[config.mk]
export PLATFORM = sky130hd
export DESIGN_NAME = serial_tx_arbiter
export DESIGN_NICKNAME = d
export VERILOG_FILES = /design/src/rtl/serial_tx_arbiter.sv
export SDC_FILE = /design/constraint.sdc
export NUM_CORES = 1
export LEC_CHECK = 0
export ABC_AREA = 0
export BUFFER_PORTS_ARGS = -buffer_cell sky130_fd_sc_hd__clkbuf_2
export CORE_MARGIN = 5
export CORE_UTILIZATION = 45
export DETAILED_ROUTE_END_ITERATION = 7
export PLACE_DENSITY = 0.78
export REMOVE_ABC_BUFFERS = 1
export SLEW_MARGIN = 10
export SYNTH_ARGS = -nofsm -noshare
export SYNTH_HDL_FRONTEND = slang
export SYNTH_SLANG_ARGS = --single-unit
[constraint.sdc]
create_clock -name C -period 1.34 [get_ports C]
set_input_delay 0 -clock C [delete_from_list [all_inputs] [get_ports C]]
set_output_delay 0 -clock C [all_outputs]
set_load 0.005 [all_outputs]
[src/rtl/serial_tx_arbiter.sv]
// serial_tx_arbiter
//   Round-robin arbiter that shares one WIDTH-bit serial shift-out datapath
//   between two parallel-data requesters. The granted word is captured and
//   shifted out MSB first, each bit held for DIV clocks.
//
// Parameters
//   WIDTH  bits per frame (>= 2)
//   DIV    clock cycles per serial bit (>= 1)
//
// Ports
//   C          clock, rising edge
//   R          synchronous active-high reset
//   REQ0/REQ1  level requests, held until the matching ACK
//   D0/D1      request words, stable while the request is high
//   ACK0/ACK1  one-cycle pulse in the first cycle of the granted frame
//   SO         serial data, MSB first; 0 when not shifting
//   BUSY       high while a frame is on SO
//   GNT        index of the requester owning the current/last frame
//   DONE       one-cycle pulse after the last bit of a frame
module serial_tx_arbiter #(
  parameter int WIDTH = 8,
  parameter int DIV   = 4
) (
  input  logic             C,
  input  logic             R,
  input  logic             REQ0,
  input  logic [WIDTH-1:0] D0,
  output logic             ACK0,
  input  logic             REQ1,
  input  logic [WIDTH-1:0] D1,
  output logic             ACK1,
  output logic             SO,
  output logic             BUSY,
  output logic             GNT,
  output logic             DONE
);

  localparam int BW = $clog2(WIDTH);
  localparam int DW = (DIV > 1) ? $clog2(DIV) : 1;

  typedef enum logic [1:0] {
    S_IDLE  = 2'd0,
    S_SHIFT = 2'd1,
    S_DONE  = 2'd2
  } state_t;

  state_t           state, state_nxt;
  logic [WIDTH-1:0] shreg;
  logic [BW-1:0]    bitcnt;
  logic [DW-1:0]    divcnt;
  logic             last;
  logic             gnt_q;
  logic             ack0_q, ack1_q;

  logic             any_req;
  logic             pick;
  logic             div_end;
  logic             bit_end;

  assign any_req = REQ0 | REQ1;
  // On a tie the requester that did not own the previous frame wins;
  // otherwise the single active requester is picked.
  assign pick    = (REQ0 && REQ1) ? ~last : REQ1;
  // With DIV=1 every SHIFT cycle is a bit boundary; the counter stays at 0.
  assign div_end = (DIV == 1) ? 1'b1 : (divcnt == DW'(DIV - 1));
  assign bit_end = (bitcnt == BW'(WIDTH - 1));

  always_ff @(posedge C) begin
    if (R) begin
      state  <= S_IDLE;
      shreg  <= '0;
      bitcnt <= '0;
      divcnt <= '0;
      last   <= 1'b1;
      gnt_q  <= 1'b0;
      ack0_q <= 1'b0;
      ack1_q <= 1'b0;
    end else begin
      state  <= state_nxt;
      ack0_q <= 1'b0;
      ack1_q <= 1'b0;
      case (state)
        S_IDLE: begin
          if (any_req) begin
            shreg  <= pick ? D1 : D0;
            gnt_q  <= pick;
            last   <= pick;
            ack0_q <= ~pick;
            ack1_q <= pick;
            bitcnt <= '0;
            divcnt <= '0;
          end
        end
        S_SHIFT: begin
          if (div_end) begin
            divcnt <= '0;
            shreg  <= {shreg[WIDTH-2:0], 1'b0};
            bitcnt <= bitcnt + 1'b1;
          end else begin
            divcnt <= divcnt + 1'b1;
          end
        end
        default: ;
      endcase
    end
  end

  always_comb begin
    state_nxt = state;
    BUSY      = 1'b0;
    DONE      = 1'b0;
    SO        = 1'b0;
    case (state)
      S_IDLE: begin
        if (any_req) state_nxt = S_SHIFT;
      end
      S_SHIFT: begin
        BUSY = 1'b1;
        SO   = shreg[WIDTH-1];
        if (div_end && bit_end) state_nxt = S_DONE;
      end
      S_DONE: begin
        DONE      = 1'b1;
        state_nxt = S_IDLE;
      end
      default: state_nxt = S_IDLE;
    endcase
  end

  assign ACK0 = ack0_q;
  assign ACK1 = ack1_q;
  assign GNT  = gnt_q;

endmodule

==> results list, run 1 <==
- Outcome: complete, no violations
- WL met3: 100 um
- Setup violations remaining at the end of the flow were counted as 0.
- The library cells used most frequently in the layout, excluding fill and tap cells, are sky130_fd_sc_hd__clkbuf_2 (25), sky130_fd_sc_hd__nor3_1 (16), sky130_fd_sc_hd__dfxtp_1 (15).
- Counting instances, the worst hold path has a depth of 3.
* Met1 layer wirelength in the final routing: 1080 um
- Detailed router's first-iteration violation count: 27
- Counting the fill cells in the layout gives 187.
- Synthesis handed over a netlist of 112 instances.
- In this run the tool buffered the top-level ports with 25 buffer cells.
- For hold timing, the worst endpoint is shreg[4].
- Core region area: 2000 um^2
- The longest clock path from root to sink contains 2 buffers.
* Max Clk Rate: 0.782 GHz
* Avg WL per Cell: 13.5 um
- Detailed-route wire length: 2420 um
- TritonCTS clock tree: done
- Length of the first detailed-routing pass in iterations: 4
- Dividing the synthesized area by the synthesized cell count gives 8.60 um^2.
- Area grow syn2layout: 32.7%
- The max-slew violation count was 0.
* Clock slew seen by the registers of the worst setup and hold paths: 100 ps
- Headroom to the max-slew limit came out at 0.837.
- H-tree depth: 1
* Fraction of layout instances using a drive strength above 1: 0.368
* Max-cap check violation count: 0
* Share of Yosys cell area claimed by the top area cell type: 0.395
* Overall die area: 3170 um^2
- In the finished design, the share of the clock period the worst path needs comes to 0.955.
- R2R Path Start: divcnt[0]
- Routability-driven placement congestion ratio: 0.776
- After detailed placement, the design holds a cell count of 169.
* Worst min-delay path startpoint: D1[4]
- At the worst endpoint, the required time is 1530 ps.
- Entering global routing, the biggest net connects 12 pins.
- The tightest min-delay check is of the input pin to flip-flop type.
- Final hold violation count: 0
* Number of global-route vias before repair: 934
* CP Data Arrival Time: 1470 ps
* Cell Area, Synth: 963 um^2
- Detailed placement finished with a half-perimeter wire length of 1780 um.
- Measured along the y axis, the die boundary spans 56.3 um.
- For this run, the register share of the synthesized area comes to 0.395.
- Shortest clock period the worst path allows after layout: 1280 ps
- Total leakage power: 0.586 nW
- In the global route stage, overall resource usage came out at 0.151.
- Endpoint of the most critical register-to-register path: bitcnt[1]
- Number of register bits inferred by synthesis: 19
- CTS Root Buffer Type: sky130_fd_sc_hd__clkbuf_4
* Critical path capture point type: flip-flop
- Wire length of the first global-routing pass: 3930 um
- TritonCTS Sinks: 19
* Placement row count: 16
- Wire segments on met2 add up to 1230 um in the final route.
- Worst reg2reg setup slack: 60 ps
- The initial utilization of the core area, before any placement, comes to 0.481.
- The clock reaches the later pin of the worst-skew pair after 290 ps.
- Ranked by total cell area, the synthesized netlist is headed by sky130_fd_sc_hd__dfxtp_1 (39%), sky130_fd_sc_hd__nor3_1 (8.8%), sky130_fd_sc_hd__o32ai_1 (6.4%).
- The repair_antennas step left the layout with diodes totalling 0.
- Post-synthesis cell type with the largest combined area: sky130_fd_sc_hd__dfxtp_1
- Die X-Extent: 56.3 um
- Setup Crit Path Kind: flip-flop to flip-flop
- The worst setup path is launched from a flip-flop.
- Routed signal wires occupy layers up through met4.
* Via total after detailed routing: 958
- Netlist cell types: 33
- Yosys warning count: 0
- Transition time at the pin with the least slew margin: 244 ps
* Antenna violations before repair: 0
* Final clock skew: 5.99 ps
* Count of boundary I/O pins: 26
* Critical Path Fanout Max: 5
* Final layout net count: 176
* Final std cells w/o fill: 179
* Power density over the cells: 915 nW/um^2
- Vias per inst: 5.35
- Worst hold margin: 58.3 ps
- After detailed routing, the number of remaining DRC violations is 0.
* Worst IR drop on VDD: 492 uV
* Most common library cell in the layout ignoring fill and taps: sky130_fd_sc_hd__clkbuf_2
- Summed over all layers, the global routing overflow is 0.
- Buffers inserted during clock tree synthesis total 3.
- Final ANT Viol Nets: 0
* Worst Reg-to-Reg Cells: 5
[stage by stage]
stage	power (mW)	area [um^2]	util	worst slack, ps	TNS (ps)
global placement	0.870	1160	0.582	69.1	0
finish	1.17	1280	0.639	60.9	0
global route	1.23	1280	0.639	-0.0943	-0.0943
floorplan	0.768	923	-	-237	-1430
detailed placement	0.882	1160	0.582	-33.9	-42.5
CTS	1.17	1230	0.615	6.67	0
[report_power, final]
part | switching [mW] | total (mW) | internal [mW]
combinational | 0.131 | 0.262 | 0.131
sequential | 0.0231 | 0.630 | 0.607
clock | 0.162 | 0.278 | 0.116
[state kept, by name (all words and copies together), names as in the netlist]
name	cells
divcnt	2
GNT	1
shreg	8
ACK1	1
state	2
ACK0	1
last	1
bitcnt	3
[cell usage after synthesis]
cell                       instances
sky130_fd_sc_hd__dfxtp_1          19
sky130_fd_sc_hd__nor3_1           17
sky130_fd_sc_hd__inv_1            12
sky130_fd_sc_hd__o21ai_0          12
sky130_fd_sc_hd__and3_1            8
sky130_fd_sc_hd__o32ai_1           7
sky130_fd_sc_hd__nor2_1            4
sky130_fd_sc_hd__a21oi_1           3
sky130_fd_sc_hd__ha_1              3
sky130_fd_sc_hd__nand2_1           3
sky130_fd_sc_hd__buf_4             2
sky130_fd_sc_hd__a21bo_2           1
sky130_fd_sc_hd__a21boi_1          1
sky130_fd_sc_hd__a21oi_2           1
sky130_fd_sc_hd__a2bb2o_1          1
sky130_fd_sc_hd__a2bb2o_4          1
sky130_fd_sc_hd__and2b_1           1
sky130_fd_sc_hd__buf_2             1
sky130_fd_sc_hd__buf_6             1
sky130_fd_sc_hd__clkbuf_1          1
sky130_fd_sc_hd__clkbuf_2          1
sky130_fd_sc_hd__inv_2             1
sky130_fd_sc_hd__mux2i_1           1
sky130_fd_sc_hd__nand2b_4          1
sky130_fd_sc_hd__nand3_1           1
sky130_fd_sc_hd__nand4_1           1
sky130_fd_sc_hd__nor2b_1           1
sky130_fd_sc_hd__o21ba_2           1
sky130_fd_sc_hd__o21bai_1          1
sky130_fd_sc_hd__o22ai_1           1
sky130_fd_sc_hd__o31ai_2           1
sky130_fd_sc_hd__or3_1             1
sky130_fd_sc_hd__or3_4             1
[layout make-up]
class	instances	area, um^2	share of cell area
multi-input cells	74	512	0.400
repair buffers	42	265	0.207
flip-flops and latches	19	388	0.303
well taps	27	33.8	0.0264
inverters	13	53.8	0.0421
clock buffers	4	26.3	0.0205
[cell families (layout without fill, tap and decap cells)]
group,Yosys count,count (layout),synth area share
buf+inv,19,59,0.0922
fa+ha+maj,3,3,0.0390
flops,19,19,0.395
mux,1,1,0.0104
compound gates,31,31,0.238
simple gates,39,39,0.226
[metal layers]
metal	global-route usage	vias up
met1	0.187	447
li1	-	485
met2	0.252	24
met4	0.0678	0
met3	0.0298	2
met5	0	-
[worst max-delay path, stage by stage, from the launching register on]
cell and delay [ps]:
sky130_fd_sc_hd__dfxtp_2 370, sky130_fd_sc_hd__ha_4 150, sky130_fd_sc_hd__nor2b_1 50, sky130_fd_sc_hd__o31ai_2 170, sky130_fd_sc_hd__buf_4 170, sky130_fd_sc_hd__a2bb2o_1 270
[worst max path at each step]
stage              start  cells after the start  slack, ps   endpoint
2_1_floorplan  divcnt[0]                      4       -240  bitcnt[1]
3_3_place_gp   divcnt[0]                      5         70  bitcnt[1]
3_5_place_dp    state[0]                      6        -30   shreg[1]
4_1_cts         state[0]                      6          7   shreg[1]
5_1_grt         state[0]                      5      -0.09   shreg[1]
6_report       divcnt[0]                      5         60  bitcnt[1]
[what timing repair did]
| item | in CTS | in global routing |
|---|---|---|
| buffers inserted | 0 | 2 |
| cloned | 0 | 1 |
| resized for setup | 4 | 8 |
| hold endpoints to repair | 6 | 0 |
| endpoints found under the setup margin | 9 | 8 |
| hold buffers | 3 | 0 |
| pin swaps | 1 | 2 |
Note: power is estimated with default switching activity, not from simulation.
==> run 2: changes to the inputs <==
--- a/config.mk
+++ b/config.mk
@@ -11,7 +11,6 @@
 export CORE_UTILIZATION = 45
 export DETAILED_ROUTE_END_ITERATION = 7
 export PLACE_DENSITY = 0.78
-export REMOVE_ABC_BUFFERS = 1
 export SLEW_MARGIN = 10
 export SYNTH_ARGS = -nofsm -noshare
 export SYNTH_HDL_FRONTEND = slang
==> run 2 against run 1 <==
  * Fmax is 0.81% lower
  * Via count fell by 1.3%
  * Critical path depth unchanged
  * Register-to-register slack about the same
  * Setup slack got worse by 10 ps
  * Sequential power about the same
  * Utilization fell by 1.9 points
  * Wire length down 2.0%
  * Clock skew fell by 1.5 ps
  * Clock power is 5% higher
  * Critical endpoint is now bitcnt[2]
==> results list, run 2 (same netlist as run 1, synthesis figures left out) <==
- The cell row count came to 16 (unchanged).
- The max-slew violation count is 0 (unchanged).
- Detailed-route wire length: 2370 um (-2.0%)
* Die X-Extent: 56.3 um (unchanged)
- Setup Crit Path Kind: flip-flop to flip-flop
- Number of global-route vias before repair: 949 (+1.6%)
* TritonCTS Sinks: 19 (unchanged)
* Via total after detailed routing: 946 (-1.3%)
* Worst setup endpoint: bitcnt[2]
* Critical Path Fanout Max: 3 (-2)
* Count of cell instances traversed by the critical path: 5 (unchanged)
* Total global routing track utilization: 0.154 (+0.00238)
- The number of design-rule violations left by the first detailed-router iteration came to 16 (-41%).
- In the layout the commonest cells are sky130_fd_sc_hd__clkbuf_2 (25), sky130_fd_sc_hd__nor3_1 (17), sky130_fd_sc_hd__dfxtp_1 (15).
* Net Count, Synth: 135
- Antenna violations before repair: 0 (unchanged)
- Critical path's top delay family: compound AO/OA/AOI/OAI gates
* Highest cell delay on the worst timing path: 370 ps (about the same)
* Max reg flops: 8 (unchanged)
- Core region area: 2000 um^2 (unchanged)
- The slew at the pin closest to its max-slew limit came to 361 ps (+118 ps).
* Remaining Overflow, GRT: 0 (unchanged)
- The number of nets with antenna violations after routing is 0 (unchanged).
- Worst reg2reg setup slack: 50 ps (about the same)
- DIE HEIGHT: 56.3 um (unchanged)
* Worst hold margin: 49.8 ps (-8.48 ps)
- The worst setup path is launched from a flip-flop.
- Number of antenna diodes: 0 (unchanged)
- TritonCTS clock tree: done
- Combined buffer and inverter count along the critical path: 1 (unchanged)
- Worst IR drop on VDD: 615 uV (+25%)
* Initial cell density of the core: 0.481 (unchanged)
- The share of layout cells above drive strength 1 came to 0.351 (-0.0171).
- Largest registers: shreg x8, bitcnt x3
- The run finished with clean final reports.
* Detailed Place HPWL: 1780 um (+0.13%)
- Endpoint of the most critical register-to-register path: bitcnt[2]
* Data required, critical path: 1540 ps (about the same)
- The headroom to the max-slew limit came to 0.757 (-0.0797).
- The number of setup violations in the final report is 0 (unchanged).
- Overall die area: 3170 um^2 (unchanged)
- Clock slew seen by the registers of the worst setup and hold paths: 110 ps (about the same)
* Post-route total power: 1.17 mW (-0.15%)
- Power density over the cells: 942 nW/um^2 (+3.0%)
- Number of CTS-inserted buffers: 3 (unchanged)
* Length of the first detailed-routing pass in iterations: 4 (unchanged)
- Slowest stage cell, crit path: sky130_fd_sc_hd__dfxtp_2
- The worst reg-to-reg path cell count is 5 (unchanged).
- More flip-flops sit in one register than any other, and that register is shreg.
- Post-layout utilization of the core: 0.619 (-0.0194)
- Max Clk Rate: 0.775 GHz (-0.81%)
- CP Data Arrival Time: 1490 ps (+20 ps)
- Most common library cell in the layout ignoring fill and taps: sky130_fd_sc_hd__clkbuf_2
* Tcrit/Tclk final: 0.962 (+0.00778)
- Setup repair after global routing missed its margin: yes
- The most critical setup path has its startpoint at divcnt[1].
- The startpoint identified for the worst register-to-register timing path is divcnt[1].
- Clock tree buffer depth: 2 (unchanged)
- The largest clock skew in the final design was 4.46 ps (-1.52 ps).
- The hold violation count in the final report came to 0 (unchanged).
- STA classifies the critical path endpoint as a flip-flop.
- Walking the worst path, the cells encountered are ha_4 > nor2b_2 > o31ai_2 > buf_4 > a2bb2o_4.
- The post-detailed-route wirelength per cell is 13.5 um (+0.25%).
- The number of buffer cells added on primary ports came to 25 (unchanged).
* Area grow syn2layout: 28.7%
* Final routed DRC violation total: 0 (unchanged)
* Insertion delay to the later sink of the worst-skew pair: 300 ps (about the same)
- Number of buffers added for setup after CTS: 0 (unchanged)
- Vias per inst: 5.41 (+1.0%)
- The tree is rooted in a sky130_fd_sc_hd__clkbuf_4.
* Routability-driven placement congestion ratio: 0.871 (+12%)
- Max-cap check violation count: 0 (unchanged)
- The clock period minus final worst setup slack was 1290 ps (+10.4 ps).
- The reported leakage power came to 0.566 nW (-3.5%).
- The top-level I/O count came to 26 (unchanged).
- Wire length of the first global-routing pass: 3920 um (-0.18%)
- Worst min-delay path category: input pin to flip-flop
- Pin count of the biggest net entering global routing: 14 (+2)
* H-tree depth: 1 (unchanged)
* Final layout net count: 172 (-2.3%)
[run 2: area by class of cell]
class                           count  area (um^2)
Multi-Input combinational cell     74          509
Inverter                           13         48.8
Fill cell                         176          762
Sequential cell                    19          388
Timing Repair Buffer               38          234
Tap cell                           27         33.8
Clock buffer                        4         26.3
[run 2: worst min-delay path by stage]
| stage | from | to | slack (ps) | cells past startpoint |
|---|---|---|---|---|
| final | D1[3] | shreg[3] | 50 | 3 |
| after global routing | D1[3] | shreg[3] | 60 | 3 |
| after CTS | D1[3] | shreg[3] | 50 | 3 |
| after detailed placement | R | GNT | 280 | 2 |
| after global placement | R | GNT | 260 | 2 |
| after floorplan | R | GNT | 60 | 1 |
[run 2: what timing repair did]
| item | 4_1_cts | 5_1_grt |
|---|---|---|
| pin swaps | 2 | 1 |
| hold buffers | 3 | 0 |
| gates resized for setup | 6 | 3 |
| hold endpoints to repair | 6 | 0 |
| setup endpoints to repair | 7 | 7 |
[run 2: worst register-to-register path, stage by stage (launching register included)]
cell and delay [ps]:
sky130_fd_sc_hd__dfxtp_2 370, sky130_fd_sc_hd__ha_4 150, sky130_fd_sc_hd__nor2b_2 40, sky130_fd_sc_hd__o31ai_2 250
sky130_fd_sc_hd__buf_4 180, sky130_fd_sc_hd__a2bb2o_4 200
[run 2: through the flow]
step / TNS, ps / worst slack, ps / cells / instance area [um^2]
2_1_floorplan: 0 / 75.6 / 112 / 963
3_3_place_gp: 0 / 53.1 / 168 / 1160
3_5_place_dp: -24.6 / -24.6 / 168 / 1160
4_1_cts: -3.59 / -3.59 / 175 / 1230
5_1_grt: -21.8 / -21.8 / 175 / 1240
6_report: 0 / 50.5 / 175 / 1240
[run 2: routing by layer]
metal  wire [um]  vias up  track usage  share of wire
met5           0        -            0              0
met4          34        0       0.0949          0.014
met3         132        4       0.0275          0.056
met2        1110       27        0.247           0.47
met1        1090      437        0.188           0.46
li1            -      478            -              -
[run 2: report_power, final]
part / internal, mW / leakage (nW) / switching, mW
clock network: 0.116 / 0.0150 / 0.175
logic: 0.121 / 0.392 / 0.125
registers: 0.607 / 0.158 / 0.0237
total: 0.844 / 0.566 / 0.324
